<file path="config.mk">
export PLATFORM = sky130hd
export DESIGN_NAME = elastic_pipeline
export DESIGN_NICKNAME = d
export VERILOG_FILES = /design/src/rtl/pipe_pkg.sv /design/src/rtl/pipe_stage.sv /design/src/rtl/elastic_pipeline.sv
export SDC_FILE = /design/constraint.sdc
export NUM_CORES = 1
export LEC_CHECK = 0
export CORE_ASPECT_RATIO = 0.5
export CORE_MARGIN = 2
export CORE_UTILIZATION = 30
export CTS_BUF_LIST = sky130_fd_sc_hd__clkbuf_8
export DETAILED_ROUTE_END_ITERATION = 16
export PLACE_DENSITY = 0.48
export SETUP_SLACK_MARGIN = 0.4
export SYNTH_ARGS = -nofsm -noshare
export SYNTH_HDL_FRONTEND = slang
export SYNTH_HIERARCHICAL = 1
export SYNTH_SLANG_ARGS = --single-unit
</file>
<file path="constraint.sdc">
create_clock -name clk -period 3.5 [get_ports clk]
set_input_delay 0.525 -clock clk [delete_from_list [all_inputs] [get_ports clk]]
set_output_delay 0.525 -clock clk [all_outputs]
set_load 0.005 [all_outputs]
</file>
<file path="src/rtl/pipe_pkg.sv">
// Shared pipeline definitions: opcode defaults, CPU opcode encodings and a width helper.
// Latency: n/a (package). Backpressure: n/a.
// Imported by the elastic pipeline, its stages and the hazard/forwarding logic.
package pipe_pkg;

   localparam int OPCODE_W_DEF = 4;
   localparam logic [OPCODE_W_DEF-1:0] NOP_OPCODE_DEF = '0;

   // CPU opcode encodings inspected by hazard logic through stage_opcode.
   localparam logic [OPCODE_W_DEF-1:0] OPCODE_ADD = 4'h1;
   localparam logic [OPCODE_W_DEF-1:0] OPCODE_SUB = 4'h2;
   localparam logic [OPCODE_W_DEF-1:0] OPCODE_AND = 4'h3;
   localparam logic [OPCODE_W_DEF-1:0] OPCODE_OR  = 4'h4;
   localparam logic [OPCODE_W_DEF-1:0] OPCODE_XOR = 4'h5;
   localparam logic [OPCODE_W_DEF-1:0] OPCODE_SHL = 4'h6;
   localparam logic [OPCODE_W_DEF-1:0] OPCODE_SHR = 4'h7;
   localparam logic [OPCODE_W_DEF-1:0] OPCODE_LD  = 4'h8;
   localparam logic [OPCODE_W_DEF-1:0] OPCODE_ST  = 4'h9;
   localparam logic [OPCODE_W_DEF-1:0] OPCODE_BEQ = 4'hA;
   localparam logic [OPCODE_W_DEF-1:0] OPCODE_JMP = 4'hB;
   localparam logic [OPCODE_W_DEF-1:0] OPCODE_HLT = 4'hF;

   function automatic int clog2(input int value);
      int r;
      r = 0;
      for (int i = 0; i < 31; i++) begin
         if ((1 << i) < value) r = i + 1;
      end
      return r;
   endfunction

endpackage

</file>
<file path="src/rtl/pipe_stage.sv">
// One elastic stage register holding valid, opcode and payload.
// Latency: 1 cycle. Backpressure: hold freezes the stage; flush overrides hold and load.
// Invalidated stages carry NOP_OPCODE; the payload is left untouched when bubbling.
module pipe_stage import pipe_pkg::*; #(
   parameter int WIDTH = 64,
   parameter int OPCODE_W = OPCODE_W_DEF,
   parameter logic [OPCODE_W-1:0] NOP_OPCODE = '0
) (
   input  logic                clk,
   input  logic                rst_n,
   input  logic                flush,
   input  logic                hold,
   input  logic                load,
   input  logic                bubble,
   input  logic [OPCODE_W-1:0] load_opcode,
   input  logic [WIDTH-1:0]    load_data,
   output logic                valid_nxt,
   output logic                valid,
   output logic [OPCODE_W-1:0] opcode,
   output logic [WIDTH-1:0]    data
);

   logic [OPCODE_W-1:0] opcode_nxt;
   logic [WIDTH-1:0]    data_nxt;

   always_comb begin
      valid_nxt  = valid;
      opcode_nxt = opcode;
      data_nxt   = data;
      if (flush) begin
         valid_nxt  = 1'b0;
         opcode_nxt = NOP_OPCODE;
      end else if (!hold) begin
         if (load) begin
            valid_nxt  = 1'b1;
            opcode_nxt = load_opcode;
            data_nxt   = load_data;
         end else if (bubble) begin
            valid_nxt  = 1'b0;
            opcode_nxt = NOP_OPCODE;
         end
      end
   end

   always_ff @(posedge clk or negedge rst_n) begin
      if (!rst_n) begin
         valid  <= 1'b0;
         opcode <= NOP_OPCODE;
         data   <= '0;
      end else begin
         valid  <= valid_nxt;
         opcode <= opcode_nxt;
         data   <= data_nxt;
      end
   end

endmodule

</file>
<file path="src/rtl/elastic_pipeline.sv">
// DEPTH-stage elastic pipeline with per-stage hold, indexed flush and stage visibility.
// Latency: DEPTH cycles from accept to out_valid, 1 beat/cycle throughput.
// Backpressure: combinational ready chain from out_ready back to in_ready.
module elastic_pipeline import pipe_pkg::*; #(
   parameter int WIDTH = 64,
   parameter int DEPTH = 4,
   parameter int OPCODE_W = OPCODE_W_DEF,
   parameter logic [OPCODE_W-1:0] NOP_OPCODE = OPCODE_W'(NOP_OPCODE_DEF)
) (
   input  logic                         clk,
   input  logic                         rst_n,
   input  logic                         in_valid,
   output logic                         in_ready,
   input  logic [OPCODE_W-1:0]          in_opcode,
   input  logic [WIDTH-1:0]             in_data,
   output logic                         out_valid,
   input  logic                         out_ready,
   output logic [OPCODE_W-1:0]          out_opcode,
   output logic [WIDTH-1:0]             out_data,
   input  logic [DEPTH-1:0]             hold,
   input  logic                         flush_valid,
   input  logic [clog2(DEPTH)-1:0]      flush_stage,
   output logic [DEPTH-1:0]             stage_valid,
   output logic [DEPTH*OPCODE_W-1:0]    stage_opcode,
   output logic [clog2(DEPTH+1)-1:0]    occupancy
);

   localparam int OCC_W = clog2(DEPTH + 1);

   logic [DEPTH:0]      ready;
   logic [DEPTH-1:0]    pass;
   logic [DEPTH-1:0]    flushed;
   logic [DEPTH-1:0]    load;
   logic [DEPTH-1:0]    valid_nxt;
   logic [OPCODE_W-1:0] op_q     [DEPTH];
   logic [WIDTH-1:0]    data_q   [DEPTH];
   logic [OPCODE_W-1:0] src_op   [DEPTH];
   logic [WIDTH-1:0]    src_data [DEPTH];
   logic [OCC_W-1:0]    occ_nxt;

   // Ready ripples from the oldest stage towards the input.
   always_comb begin
      ready        = '0;
      pass         = '0;
      ready[DEPTH] = out_ready;
      for (int i = DEPTH - 1; i >= 0; i--) begin
         pass[i]  = stage_valid[i] & ~hold[i] & ready[i+1];
         ready[i] = ~hold[i] & (~stage_valid[i] | ready[i+1]);
      end
   end

   assign in_ready = ready[0] & ~flush_valid;

   // A flushed stage never hands its beat forward, so its successor bubbles.
   always_comb begin
      flushed     = '0;
      load        = '0;
      src_op[0]   = in_opcode;
      src_data[0] = in_data;
      for (int i = 0; i < DEPTH; i++) begin
         flushed[i] = flush_valid & (i <= int'(flush_stage));
      end
      load[0] = in_valid & in_ready;
      for (int i = 1; i < DEPTH; i++) begin
         load[i]     = pass[i-1] & ~flushed[i-1];
         src_op[i]   = op_q[i-1];
         src_data[i] = data_q[i-1];
      end
   end

   for (genvar g = 0; g < DEPTH; g++) begin : g_stage
      pipe_stage #(
         .WIDTH      (WIDTH),
         .OPCODE_W   (OPCODE_W),
         .NOP_OPCODE (NOP_OPCODE)
      ) u_stage (
         .clk         (clk),
         .rst_n       (rst_n),
         .flush       (flushed[g]),
         .hold        (hold[g]),
         .load        (load[g]),
         .bubble      (pass[g]),
         .load_opcode (src_op[g]),
         .load_data   (src_data[g]),
         .valid_nxt   (valid_nxt[g]),
         .valid       (stage_valid[g]),
         .opcode      (op_q[g]),
         .data        (data_q[g])
      );
      assign stage_opcode[g*OPCODE_W +: OPCODE_W] = op_q[g];
   end

   assign out_valid  = stage_valid[DEPTH-1];
   assign out_opcode = op_q[DEPTH-1];
   assign out_data   = data_q[DEPTH-1];

   always_comb begin
      occ_nxt = '0;
      for (int i = 0; i < DEPTH; i++) begin
         occ_nxt = occ_nxt + OCC_W'(valid_nxt[i]);
      end
   end

   always_ff @(posedge clk or negedge rst_n) begin
      if (!rst_n) occupancy <= '0;
      else        occupancy <= occ_nxt;
   end

endmodule
</file>
* Word-level counts from Yosys, hierarchy flattened
Index checks and enable logic that the tools add are counted.
** Word-level totals
- Bits of input ports :: 79
- Logic and storage cells :: 103
- Output and inout port bits :: 93
- Flip-flop bits (word level) :: 279
** Operators by class
- Order comparisons :: 3
- Mux-type cells :: 32
- Bitwise gates (word level) :: 36
- Reductions and logical operators :: 12
- Equal/unequal tests :: 4
- $add $sub $neg :: 3
** Operators with widths (number)
- $mux W4 :: 16
- $and A1 B1 Y1 :: 20
- $mux W1 :: 16
- $not A1 Y1 :: 12
- $reduce_and A3 Y1 :: 4
- $reduce_bool A3 Y1 :: 4
- $ne A2 B1 Y1 const B :: 4
- $reduce_and A2 Y1 :: 4
- $le A2 B2 Y1 const A :: 2
- $or A1 B1 Y1 :: 4
- $add A2 B1 Y3 :: 1
- $add A3 B1 Y3 :: 1
- $add A1 B1 Y2 :: 1
- $le A1 B2 Y1 const A :: 1

* Logic depth before layout (Yosys ltp)
Gate-level depths: netlist (run 1).
- Word-level depth :: 17
- Mapped depth :: 11

* Cells and area by module
The synthesis (run 1) kept the hierarchy.
** Modules (own cells, without submodules)
- pipe_stage :: cells an instance 154, instances 4, area an instance 2907.8 um2, sequential area each 1726.7 um2
- elastic_pipeline :: cells an instance 39, instances 1, area an instance 365.4 um2, sequential area each 75.1 um2

* Least setup slack after synthesis (run 1)
OpenSTA, ideal clock, no wires.
- Path type :: input to register
- Start point :: input port hold[3]
- End point :: register occupancy[1]
- Setup slack :: 976 ps
- Arrival :: 2398 ps
- Required time :: 3374 ps
- Cell stages on the path :: 11
- Path through :: a21oi_2 > a21boi_1 > nor4_1 > nor2b_4 > a21oi_1 > nor2_1 > inv_1 > fa_1 > inv_1 > ha_1 > ha_1
** On the way
- Elaborated cells on any way between the ends :: 37
** RTL lines
- start: declaration :: line elastic_pipeline.sv:20 : input logic [DEPTH-1:0] hold,
- $not A1 Y1 (no line)
- $and A1 B1 Y1 :: line elastic_pipeline.sv:48 : ready[i] = ~hold[i] & (~stage_valid[i] | ready[i+1]);
- $or A1 B1 Y1 :: line elastic_pipeline.sv:48
- $and A1 B1 Y1 :: line elastic_pipeline.sv:48
- $or A1 B1 Y1 :: line elastic_pipeline.sv:48
- $and A1 B1 Y1 :: line elastic_pipeline.sv:48
- $and A1 B1 Y1 :: line elastic_pipeline.sv:47 : pass[i] = stage_valid[i] & ~hold[i] & ready[i+1];
- $and A1 B1 Y1 :: line elastic_pipeline.sv:65 : load[i] = pass[i-1] & ~flushed[i-1];
- net load[1] :: line elastic_pipeline.sv:33 : logic [DEPTH-1:0] load;
- $mux W1 :: line pipe_stage.sv:34 : if (load) begin
- $mux W1 :: line pipe_stage.sv:33 : end else if (!hold) begin
- $mux W1 :: line pipe_stage.sv:30 : if (flush) begin
- net valid_nxt[1] :: line elastic_pipeline.sv:34 : logic [DEPTH-1:0] valid_nxt;
- $add A1 B1 Y2 :: line elastic_pipeline.sv:100 : occ_nxt = occ_nxt + OCC_W'(valid_nxt[i]);
- $add A2 B1 Y3 :: line elastic_pipeline.sv:100
- $add A3 B1 Y3 :: line elastic_pipeline.sv:100
- net occ_nxt[1] :: line elastic_pipeline.sv:39 : logic [OCC_W-1:0] occ_nxt;
- end signal: assignment :: line elastic_pipeline.sv:106 : else occupancy <= occ_nxt;
- end: declaration :: line elastic_pipeline.sv:25 : output logic [clog2(DEPTH+1)-1:0] occupancy
The timed path passes the listed nets, and every way through them passes these cells.
A chain may end at the register's enable or synchronous reset.

* Worst setup path in the final report (run 1)
- Start point :: register g_stage[3].u_stage.valid
- End point :: register occupancy[1]
** On the way
- Cells in the longest elaborated chain, start to end :: 17
- Elaborated cells on any way between the ends :: 38
** Ends and longest elaborated chain
- start: declaration :: line pipe_stage.sv:18 : output logic valid,
- start signal: assignment :: line pipe_stage.sv:51 : valid <= valid_nxt;
- $not A1 Y1 :: line elastic_pipeline.sv:48
- $or A1 B1 Y1 :: line elastic_pipeline.sv:48
- $and A1 B1 Y1 :: line elastic_pipeline.sv:48
- $or A1 B1 Y1 :: line elastic_pipeline.sv:48
- $and A1 B1 Y1 :: line elastic_pipeline.sv:48
- $or A1 B1 Y1 :: line elastic_pipeline.sv:48
- $and A1 B1 Y1 :: line elastic_pipeline.sv:48
- $or A1 B1 Y1 :: line elastic_pipeline.sv:48
- [... 3 more ...]
- net load[0] :: line elastic_pipeline.sv:33
- $mux W1 :: line pipe_stage.sv:34
- $mux W1 :: line pipe_stage.sv:33
- $mux W1 :: line pipe_stage.sv:30
- net valid_nxt[0] :: line elastic_pipeline.sv:34
- $add A1 B1 Y2 :: line elastic_pipeline.sv:100
- $add A2 B1 Y3 :: line elastic_pipeline.sv:100
- $add A3 B1 Y3 :: line elastic_pipeline.sv:100
- net occ_nxt[1] :: line elastic_pipeline.sv:39
The timed path passes the listed nets, and every way through them passes these cells.

==> flow_summary.ini, run 1 <==
[clock_network]
post-cts-setup-buffers = 0
htree_num_levels = 2
clk-insertion-delay-late_ns = 0.57
cts-root-buf = clkbuf_8
cts_tree = built
clock-sinks = 279
cts_made_buffers = 44
clkSlewWorstSetupHoldPaths_ns = 0.06
cts_resized = 0
cts_buffer_depth = 3

[timing]
tightestPinTransition_ns = 0.719
fin_crit_sh_pct = 78.0
drv_slew = 0
max_freq_ghz = 0.366
finalSetupTns_ns = 0
finalSetupViolations = 0
clock_skew_ns = 0.0279
finalCriticalPeriod_ns = 2.73
finalHoldViolCount = 0
rsz0062_at_grt = false
slew_headroom_pct = 52.1

[yosys]
yosys.area.top_type = dfrtp_1
ys_seq_area_share_pct = 58.2
synth_top_cell_area_share_pct = 58.2
postSynthAreaPerCell_sq_um = 18.3
synth_cell_type_count = 29
synth.net_count = 737
syn-instance-count = 655
synth.area.top_cells = dfrtp_1 (58%), mux2_4 (30%), buf_12 (4.7%)
syn_area_sq_um = 12000
ys_seq_elements = 279
ys.warnings.count = 6

[worst_hold_path]
hold_class = reg2reg
holdPathEnd = g_stage[1].u_stage/data[51]$_DFFE_PN0P_
whs_path_depth = 1
hp-start = g_stage[0].u_stage/data[51]$_DFFE_PN0P_

[outcome]
status = finished, final reports clean

[layout]
layout.nets = 946
antenna_cells = 0
syn_to_final_growth_pct = 24.1
final_cell_area_sq_um = 14900
layout-drive-gt1-share_pct = 38.8

[die]
fp-row-count = 51
die_y_um = 145
start_util_pct = 30.6
fp.coreArea_sq_um = 39200
die_w_um = 287
pin_count = 172
dieArea_sq_um = 41700

[global_routing]
grt_pass1_vias = 6626
busiest_layer = met2
grt_overflow_total = 0
met3_usage_pct = 3.03
use_met2_pct = 19.9
grt_start_max_net_pins = 89
grt_usage_pct = 12.0
grt_util_met1_pct = 15.6
grt_antenna_before_repair = 0
grt_pass1_wl_um = 39500

[critical_path]
ff2ff_path_depth = 11
worstPathArrival_ns = 3.17
cp_slowest_stage_delay_ns = 0.53
crit_required_ns = 3.94
crit_path_end_kind = register
rrSetupSlack_ns = 0.77
cp_num_buf_inv = 2
r2r_start = g_stage[3].u_stage/valid$_DFF_PN0_
startpoint_type = register
cp_max_fo = 6
cp_slowest_cell = fa_1
critical_path_class = reg2reg
r2r-end = occupancy[1]$_DFF_PN0_
path_delay_family = adder cells
crit_chain = nor2b_4, o2111a_1, nor3_2, nor2b_4, a21oi_1, nor2_1, inv_1, fa_1, inv_1, ha_1, ha_1

[detailed_routing]
vias_per_cell = 4.19
drtPass1Iterations = 4
wl_per_cell_um = 17.3
drtIter0Drc = 280
drc_errors = 0
routed_wl_um = 24500
via_count = 5952
antenna_left = 0

[place]
gp_congestion = 0.723
post_dp_cell_area_sq_um = 14100
dpl.hpwl_um = 16100
portBuffers = 171

[pwr]
vdd_ir_drop_max_v = 0.000180
p_per_area_nw_per_um2 = 442
leakagePower_nw = 6.87

[flow_run]
cap_violations = 0
-- kinds of logic (layout without fill, tap and decap cells) --
logic type      after synthesis  count (layout)  synth area share (%)
flops                       279             279                  58.2
buf+inv                      38             274                  5.14
mux                         256             256                  31.5
simple gates                 50              50                  2.99
fa+ha+maj                     3               3                 0.375
compound gates               29              29                  1.75
-- layer usage --
| metal | part of all wire (%) | vias to the layer above | wire [um] |
|---|---|---|---|
| met2 | 49 | 112 | 12000 |
| met4 | 1.9 | 0 | 478 |
| met3 | 4.3 | 41 | 1040 |
| li1 | - | 2725 | - |
| met1 | 45 | 3074 | 11000 |
| met5 | 0 | - | 0 |
-- how the worst max path moves through the flow --
| stage | start | to | slack (ns) | depth (start not counted) |
|---|---|---|---|---|
| floorplan | hold[3] | occupancy[1]$_DFF_PN0_ | 0.98 | 11 |
| global placement | out_ready | occupancy[1]$_DFF_PN0_ | 0.26 | 12 |
| detailed placement | out_ready | occupancy[1]$_DFF_PN0_ | 0.21 | 12 |
| CTS | g_stage[3].u_stage/valid$_DFF_PN0_ | occupancy[1]$_DFF_PN0_ | 0.75 | 11 |
| global route | g_stage[3].u_stage/valid$_DFF_PN0_ | occupancy[1]$_DFF_PN0_ | 0.62 | 11 |
| finish | g_stage[3].u_stage/valid$_DFF_PN0_ | occupancy[1]$_DFF_PN0_ | 0.77 | 11 |
-- placed cells by master (no fill, tap or decap), drive strengths merged, types with 2 or more instances in the layout --
master         synthesis  final
nor4                   2      2
inv                    5     28
nand2                  2      2
ha                     2      2
nor2b                 12     12
clkbuf                 0     48
o21bai                 4      4
clkdlybuf4s50          0    170
buf                   33     25
mux2                 256    256
dfrtp                279    279
a22oi                 16     16
nand2b                 5      5
nor2                  22     22
nor3                   2      2
a21oi                  6      6
-- repair_timing --
action                     in CTS  in global routing
setup endpoints to repair       0                  0
hold endpoints to repair       82                  0
hold buffers                    1                  0
-- power by group --
group	total, mW	switching [mW]	leakage (nW)	internal (mW)
combinational	0.520	0.155	2.61	0.365
clock	2.51	1.26	0.471	1.25
sequential	3.56	0.121	3.78	3.44
-- flip-flops by register name, summed over array words and instances (netlist names) --
name	count
g_stage.u_stage/data	256
g_stage.u_stage/opcode	16
g_stage.u_stage/valid	4
occupancy	3
-- cell usage after synthesis (all sizes together) --
| cell type | n |
|---|---|
| a21boi | 1 |
| a21oi | 6 |
| a22oi | 16 |
| and2 | 1 |
| and3 | 1 |
| and4b | 1 |
| buf | 33 |
| dfrtp | 279 |
| fa | 1 |
| ha | 2 |
| inv | 5 |
| mux2 | 256 |
| nand2 | 2 |
| nand2b | 5 |
| nand3b | 1 |
| nor2 | 22 |
| nor2b | 12 |
| nor3 | 2 |
| nor4 | 2 |
| nor4b | 1 |
| o2111a | 1 |
| o21a | 1 |
| o21bai | 4 |
-- final cells by class --
type                    instances  area [sq um]
inverters                       5          18.8
clock buffers                  48           661
repair buffers                196          2060
well taps                     530           663
clock inverters                25           104
multi-input cells             338          4400
flip-flops and latches        279          6980
fillers                      3666         24300
-- stage by stage --
| step | worst slack, ns | util, % | instances | power [mW] | hold WS [ns] |
|---|---|---|---|---|---|
| 6_report | 0.771 | 38.0 | 1421 | 6.58 | 0.479 |
| 5_1_grt | 0.619 | 38.0 | 1421 | 6.95 | 0.493 |
| 4_1_cts | 0.748 | 38.0 | 1421 | 6.74 | 0.482 |
| 3_5_place_dp | 0.211 | 36.0 | 1347 | 4.14 | 0.491 |
| 3_3_place_gp | 0.256 | 36.0 | 1347 | 4.13 | 0.484 |
| 2_1_floorplan | 0.976 | - | 655 | 3.90 | 0.229 |
(Power assumes the default switching activity.)
==> run 2: changes to the inputs <==
--- a/config.mk
+++ b/config.mk
@@ -10,7 +10,7 @@
 export CORE_UTILIZATION = 30
 export CTS_BUF_LIST = sky130_fd_sc_hd__clkbuf_8
 export DETAILED_ROUTE_END_ITERATION = 16
-export PLACE_DENSITY = 0.48
+export PLACE_DENSITY = 0.5
 export SETUP_SLACK_MARGIN = 0.4
 export SYNTH_ARGS = -nofsm -noshare
 export SYNTH_HDL_FRONTEND = slang
==> constraint.sdc (replaced) <==
create_clock -name clk -period 2.2 [get_ports clk]
set_input_delay 0.33 -clock clk [delete_from_list [all_inputs] [get_ports clk]]
set_output_delay 0.33 -clock clk [all_outputs]
set_load 0.005 [all_outputs]
==> flow_summary.ini, run 2 (synthesis results as in run 1) <==
[clock_network]
cts_tree = built
cts_made_buffers = 45
htree_num_levels = 2
clock-sinks = 279
cts_buffer_depth = 3
cts-root-buf = clkbuf_8
clkSlewWorstSetupHoldPaths_ns = 0.06
clk-insertion-delay-late_ns = 0.57

[detailed_routing]
drc_errors = 0
routed_wl_um = 28600
wl_per_cell_um = 18.1
antenna_left = 0
drtIter0Drc = 211
via_count = 6632
drtPass1Iterations = 4
vias_per_cell = 4.20

[die]
die_y_um = 145
die_w_um = 287
fp-row-count = 51
pin_count = 172
fp.coreArea_sq_um = 39200
start_util_pct = 30.6
dieArea_sq_um = 41700

[timing]
layout_setup_ws_ns = -0.215
max_freq_ghz = 0.414
drv_slew = 0
clock_skew_ns = 0.0176
finalHoldViolCount = 0
tightestPinTransition_ns = 0.455
whs_ns = 0.293
slew_headroom_pct = 69.6
finalSetupViolations = 209
finalCriticalPeriod_ns = 2.41
finalSetupTns_ns = -10.08
rsz0062_at_grt = true
fin_crit_sh_pct = 110

[pwr]
power_mw = 11.4
pwr-share-seq_pct = 49.6
p_int_mw = 8.82
power.switching_mw = 2.59
swShare_pct = 22.7
p_clk_share_pct = 42.3
comb_power_share_pct = 8.0
p_per_area_nw_per_um2 = 664
leakagePower_nw = 8.56
vdd_ir_drop_max_v = 0.000339

[layout]
fin_cells = 1580
reg_top3 = g_stage.u_stage/data (256), g_stage.u_stage/opcode (16), g_stage.u_stage/valid (4)
layout-drive-gt1-share_pct = 49.8
largest_register = g_stage.u_stage/data
syn_to_final_growth_pct = 43.3
final_common_cell = dfrtp_1
final_cell_mix = dfrtp_1 (278), mux2_4 (256), clkdlybuf4s50_1 (81), dlygate4sd2_1 (76), buf_4 (71)
largest_register_ffs = 256
antenna_cells = 0
layout.nets = 1096

[place]
dp_cells = 1397
dpl.hpwl_um = 17600
portBuffers = 171
pre_cts_ws_ns = -0.798
gp_congestion = 0.757

[worst_hold_path]
hold_class = in2async

[outcome]
status = complete, but fails checks
violations = negative setup slack

[critical_path]
crit_chain = nor2b_4, nor4b_4, nor2b_4, nor2b_4, a21oi_1, nor2_1, inv_1, fa_1, inv_2, ha_4, ha_4
cp_max_fo = 2
crit_path_end_kind = register
startpoint_type = register
cp_slowest_cell = fa_1
crit_required_ns = 2.65
critical_path_class = reg2reg
critPathMostFrequentCell = nor2b_4
worstPathArrival_ns = 2.86
cp_slowest_stage_delay_ns = 0.50

[global_routing]
grt_overflow_total = 0
grt_antenna_before_repair = 0
grt_pass1_vias = 7333
grt_pass1_wl_um = 45000
grt_start_max_net_pins = 64
grt_usage_pct = 14.1

[flow_run]
cap_violations = 0
## run 2: cell types whose count changed in the layout (fill, tap and decap cells not counted), sizes merged
cell	before	now
buf	25	176
clkdlybuf4s50	170	81
dlygate4sd2	0	76
clkbuf	48	60
dlymetal6s2s	0	9
inv	28	23
bufinv	0	3
clkinv	1	3
## run 2: final cells by class
| type | instances | area, sq um |
|---|---|---|
| repair buffers | 345 | 4030 |
| well taps | 530 | 663 |
| fillers | 3518 | 22000 |
| inverters | 5 | 18.8 |
| multi-input cells | 338 | 4510 |
| clock inverters | 25 | 180 |
| flip-flops and latches | 279 | 6980 |
| clock buffers | 58 | 798 |
## run 2: routing by layer
layer	routed length, um	part of all wire (%)	track usage (%)	vias to the layer above
li1	-	-	-	3056
met1	12600	44	18.1	3427
met2	14200	50	23.6	101
met3	1090	3.8	3.06	48
met4	682	2.4	4.77	0
met5	0	0	0	-
## run 2: worst max-delay path, delay by kind of cell (launching register included)
kind                     cells  cell delay (ns)
adder cells (fa/ha/maj)      3             0.85
buffers and inverters        2             0.13
AND/OR/NAND/NOR              5             0.89
flip-flops                   1             0.40
AO/OA/AOI/OAI                1             0.05
## run 2: power groups by stage
| stage | Clock [mW] | Combinational (mW) | Sequential, mW |
|---|---|---|---|
| after floorplan | 0 | 0.533 | 5.69 |
| after global placement | 0 | 0.870 | 5.75 |
| after detailed placement | 0 | 0.887 | 5.76 |
| after CTS | 5.02 | 0.922 | 5.67 |
| after global routing | 5.27 | 0.988 | 5.71 |
| final | 4.83 | 0.914 | 5.66 |
## run 2: what timing repair did
item,CTS,global route
setup endpoints to repair,348,279
gates cloned,17,1
hold buffers,1,0
resized for setup,176,29
setup buffers,68,13
pin swaps,6,5
hold endpoints to repair,46,0
## run 2: path summary, 6_finish.rpt
check	start	end	slack (ns)	cells past startpoint
min	rst_n	g_stage[0].u_stage/data[37]$_DFFE_PN0P_	0.29	2
max	g_stage[3].u_stage/valid$_DFF_PN0_	occupancy[1]$_DFF_PN0_	-0.21	11
min in group clk	in_data[30]	g_stage[0].u_stage/data[30]$_DFFE_PN0P_	0.37	2
max reg2reg	g_stage[3].u_stage/valid$_DFF_PN0_	occupancy[1]$_DFF_PN0_	-0.21	11
max in group asynchronous	rst_n	g_stage[0].u_stage/data[62]$_DFFE_PN0P_	1.21	3
min reg2reg	g_stage[0].u_stage/data[58]$_DFFE_PN0P_	g_stage[1].u_stage/data[58]$_DFFE_PN0P_	0.49	1
## run 2: metrics by stage
stage | utilization (%) | area, sq um
final | 43.9 | 17200
after global placement | 37.4 | 14700
after floorplan | - | 12000
after CTS | 43.3 | 17000
after detailed placement | 37.4 | 14700
after global routing | 43.9 | 17200
